<file path="src/rtl/intr_pkg.sv">
// intr_pkg: shared FSM type and source-count limit for the interrupt controller
package intr_pkg;

    typedef enum logic [1:0] {ST_IDLE, ST_REQ, ST_HOLD} intr_state_t;

    localparam int MAX_SRC = 16;

endpackage

</file>
<file path="src/rtl/irq_edge_sync.sv">
// irq_edge_sync: multi-flop synchroniser for one async IRQ line with rising-edge pulse output
module irq_edge_sync #(
    parameter int SYNC_STAGES = 2
) (
    input  logic CLK,
    input  logic RST,
    input  logic irq,
    output logic rise
);

    logic [SYNC_STAGES-1:0] sync;
    logic                   dly;

    always_ff @(posedge CLK) begin
        if (RST) begin
            sync <= '0;
            dly  <= 1'b0;
        end else begin
            sync <= {sync[SYNC_STAGES-2:0], irq};
            dly  <= sync[SYNC_STAGES-1];
        end
    end

    assign rise = sync[SYNC_STAGES-1] & ~dly;

endmodule

</file>
<file path="src/rtl/intr_ctrl.sv">
// intr_ctrl: edge-latched, maskable, fixed-priority interrupt requester for the CU INTR/INT_TAKEN handshake
module intr_ctrl
    import intr_pkg::*;
#(
    parameter  int N_SRC       = 4,
    parameter  int SYNC_STAGES = 2,
    localparam int CW          = (N_SRC > 1) ? $clog2(N_SRC) : 1
) (
    input  logic             CLK,
    input  logic             RST,
    input  logic [N_SRC-1:0] IRQ_IN,
    input  logic             MIE,
    input  logic             MASK_WE,
    input  logic [N_SRC-1:0] MASK_WD,
    input  logic             INT_TAKEN,
    output logic             INTR,
    output logic [CW-1:0]    CAUSE,
    output logic [N_SRC-1:0] PENDING,
    output logic [N_SRC-1:0] MASK
);

    intr_state_t      state;
    logic [N_SRC-1:0] rise;
    logic [N_SRC-1:0] eligible;
    logic [N_SRC-1:0] clr;

    function automatic logic [CW-1:0] first_set(input logic [N_SRC-1:0] v);
        first_set = '0;
        for (int i = N_SRC - 1; i >= 0; i--)
            if (v[i]) first_set = CW'(i);
    endfunction

    for (genvar i = 0; i < N_SRC; i++) begin : g_sync
        irq_edge_sync #(.SYNC_STAGES(SYNC_STAGES)) u_sync (
            .CLK  (CLK),
            .RST  (RST),
            .irq  (IRQ_IN[i]),
            .rise (rise[i])
        );
    end

    assign eligible = PENDING & MASK;
    assign clr      = (state == ST_REQ && INT_TAKEN) ? N_SRC'(1) << CAUSE : '0;
    assign INTR     = (state == ST_REQ);

    // a fresh edge arriving with the acknowledge survives: set is OR'd after clear
    always_ff @(posedge CLK) begin
        if (RST) begin
            state   <= ST_IDLE;
            PENDING <= '0;
            MASK    <= '0;
            CAUSE   <= '0;
        end else begin
            PENDING <= (PENDING & ~clr) | rise;
            if (MASK_WE) MASK <= MASK_WD;
            case (state)
                ST_IDLE: if (MIE && |eligible) begin
                    CAUSE <= first_set(eligible);
                    state <= ST_REQ;
                end
                ST_REQ:  state <= INT_TAKEN ? ST_HOLD : (!MIE || !MASK[CAUSE]) ? ST_IDLE : ST_REQ;
                ST_HOLD: state <= ST_IDLE;
                default: state <= ST_IDLE;
            endcase
        end
    end

endmodule

</file>
<file path="config.mk">
export PLATFORM = sky130hd
export DESIGN_NAME = intr_ctrl
export DESIGN_NICKNAME = d
export VERILOG_FILES = /design/src/rtl/intr_pkg.sv /design/src/rtl/irq_edge_sync.sv /design/src/rtl/intr_ctrl.sv
export SDC_FILE = /design/constraint.sdc
export NUM_CORES = 1
export LEC_CHECK = 0
export CAP_MARGIN = 20
export CELL_PAD_IN_SITES_DETAIL_PLACEMENT = 1
export CELL_PAD_IN_SITES_GLOBAL_PLACEMENT = 2
export CORE_MARGIN = 2
export CORE_UTILIZATION = 25
export DETAILED_ROUTE_END_ITERATION = 8
export PLACE_DENSITY_LB_ADDON = 0.1
export SYNTH_ARGS = -nofsm -noshare
export SYNTH_HDL_FRONTEND = slang
export SYNTH_SLANG_ARGS = --single-unit
</file>
<file path="constraint.sdc">
create_clock -name CLK -period 1.2 [get_ports CLK]
set_input_delay 0.24 -clock CLK [delete_from_list [all_inputs] [get_ports CLK]]
set_output_delay 0.24 -clock CLK [all_outputs]
set_load 0.01 [all_outputs]
</file>
==> results <==
[cells by family (layout without fill, tap and decap cells)]
logic type / Yosys count / count (layout)
buffers and inverters: 5 / 43
flip-flops: 24 / 24
multiplexers: 5 / 5
AND/OR/NAND/NOR: 32 / 32
AO/OA/AOI/OAI: 15 / 15
[synthesized netlist by cell type]
library cell  number  area, um2
and4bb_2           1       12.5
a211oi_1           1       7.51
a32oi_1            1       8.76
o21ai_2            1       8.76
buf_4              1       7.51
nor2b_2            1       8.76
clkbuf_1           3       11.3
a21oi_1            5       25.0
o21ai_1            2       10.0
a2111oi_2          1       15.0
inv_1              1       3.75
dfxtp_1           24        480
nor3b_4            1       18.8
o31ai_1            1       7.51
a22o_1             2       17.5
a31o_1             1       8.76
nand4b_1           1       8.76
and3_1             1       6.26
nor2_1             6       22.5
nand4_1            1       6.26
mux2i_1            4       40.0
nand2b_1           2       12.5
mux4_2             1       22.5
nor2b_1           14       87.6
nand3_1            1       5.00
nand2_1            3       11.3
[sequential cells by signal, indices dropped and copies added (netlist names)]
name,count
PENDING,4
state,2
CAUSE,2
g_sync.u_sync.dly,4
MASK,4
g_sync.u_sync.sync,8
[power by group through the flow]
stage	sequential, mW	combinational (mW)	clock, mW
finish	0.849	0.169	0.346
detailed placement	0.870	0.175	0
global route	0.854	0.187	0.415
floorplan	0.873	0.0622	0
CTS	0.851	0.176	0.381
global placement	0.869	0.172	0
[critical path, stage by stage, from the launching register on]
cell and delay, ns:
dfxtp_4 0.38, buf_6 0.10, mux4_2 0.48, nand2_1 0.07, o21ai_1 0.06
[routing by layer]
metal | share of wire | routed length [um] | global-route usage
met1 | 0.44 | 865 | 0.116
met2 | 0.51 | 1010 | 0.190
met3 | 0.049 | 96 | 0.0232
met4 | 0 | 0 | 0.0583
met5 | 0 | 0 | 0
[path summary, 6_finish.rpt]
| path | endpoint | cells after the start |
|---|---|---|
| setup reg to reg | state[0]$_SDFFE_PP0P_ | 4 |
| hold reg to reg | g_sync[0].u_sync.sync[1]$_SDFF_PP0_ | 1 |
| hold / removal | g_sync[0].u_sync.sync[1]$_SDFF_PP0_ | 1 |
| setup / recovery | state[0]$_SDFFE_PP0P_ | 4 |
[layout make-up]
cell class                      instances  area, um2
Clock buffer                            3       22.5
Fill cell                             402       2060
Inverter                                1       3.75
Multi-Input combinational cell         52        384
Sequential cell                        24        502
Tap cell                               46       57.6
Timing Repair Buffer                   39        304
[through the flow]
step | instance area (um2) | setup TNS, ns | utilization
3_5_place_dp | 1220 | -3.24 | 0.366
5_1_grt | 1270 | -0.133 | 0.382
3_3_place_gp | 1220 | -2.91 | 0.366
6_report | 1270 | 0 | 0.382
2_1_floorplan | 876 | 0 | -
4_1_cts | 1280 | -0.0362 | 0.384
[what timing repair did]
action                                  CTS  global route
hold endpoints to repair                  0             0
resized for setup                        36            14
setup buffers                             3             3
endpoints found under the setup margin   11            14
pin swaps                                 0             3
==> results.tsv <==
metric	value	unit
Clock Pin Slew Worst Setup and Hold Paths	0.13	ns
row count	21	
grt ovf	0	
Syn Nets	94	
skew final	0.00558	ns
hold-fix buffer count after cts	0	
switching share of power	0.233	
Post-route DRC	0	
largest family of logic cells by synthesized area	simple AND/OR/NAND/NOR gates	
Critical Path Fanout Max	3	
Root Driver	clkbuf_4	
final hold slack	0.452	ns
fin cells	165	
Starting DRT DRC Count	8	
Fin. Hold Viols	0	
Tot GR Track Use	0.106	
Place WS	-0.242	ns
Worst EP required	1.41	ns
first-pass GRT wire length	3330	um
most frequent cells in the layout	15 x buf_4, 14 x nor2b_1, 13 x dfxtp_1, 12 x clkdlybuf4s50_1, 8 x dfxtp_2	
worst hold start	g_sync[0].u_sync.sync[0]$_SDFF_PP0_	
final worst slack	0.0121	ns
run status	finished, final reports clean	
synthesized cell area	875	um2
actual slew at the worst max-slew pin	0.298	ns
post-DP HPWL	1460	um
Compound-Gate Fraction of Synth Area	0.124	
CP endpoint kind	register	
dpl cells	156	
switching pwr	318	uW
Skew-Pair Late Insertion Delay	0.31	ns
Final Cycle Share	0.990	
pwr dens	1070	mW/mm2
wire length per cell	12.0	um
share of post-route cells with drive strength above 1	0.387	
clock network power share	0.254	
H-tree depth	1	
RSZ-0062 raised after global routing	true	
I/O pins	24	
Via Count	717	
critical path class	register to register	
starting density of the core	0.262	
CP arrival	1.40	ns
die area	0.00399	mm2
final net count	134	
startpoint types	register	
Total Wirelength	1970	um
Flop pwr share	0.622	
peak supply drop	315	uV
Seq/Total Area, Yosys	0.549	
Mean Syn Cell Area	10.8	um2
maximum clock rate	842	MHz
Die Span Y	63.1	um
clock tree sinks	24	
Synth cell types	26	
largest net degree at the start of global routing	21	
RePlAce Congestion	0.828	
number of synthesis warnings	0	
Slew HR	0.802	
Bufs on Longest Clock Path	2	
Reg2Reg Setup Slack	0.01	ns
die width	63.1	um
core footprint	0.00334	mm2
maxcap violations	0	
ANT cells	0	
IO Port Bufs	23	
Leakage	0.525	nW
commonest non-fill, non-tap cell in the layout	buf_4	
adder-cell share of the synthesized area	0	
Tmin final	1.19	ns
number of global-route vias before repair	729	
register bit total from synthesis	24	
initial antenna violation count	0	
vias per inst	4.35	
simple-gate share of the synthesized area	0.229	
Combinational Power Share	0.124	
Synth Area in XOR/XNOR	0	
final slew viol count	0	
Setup crit start	CAUSE[0]$_SDFFE_PP0P_	
Internal	1.05	mW
reg2reg start	CAUSE[0]$_SDFFE_PP0P_	
Detailed Routing Iterations Pass 1	4	
Hold Crit Class	register to register	
mux cell area share after synthesis	0.0715	
cts bufs inserted	3	
Mapped Cells	81	
clock tree from TritonCTS	yes	
Post-DRT Antenna Nets	0	
Tot Pwr	1.36	mW
final setup violation count	0	
P&R area growth vs syn	45.6	%
Note: power is estimated with default switching activity, not from simulation.
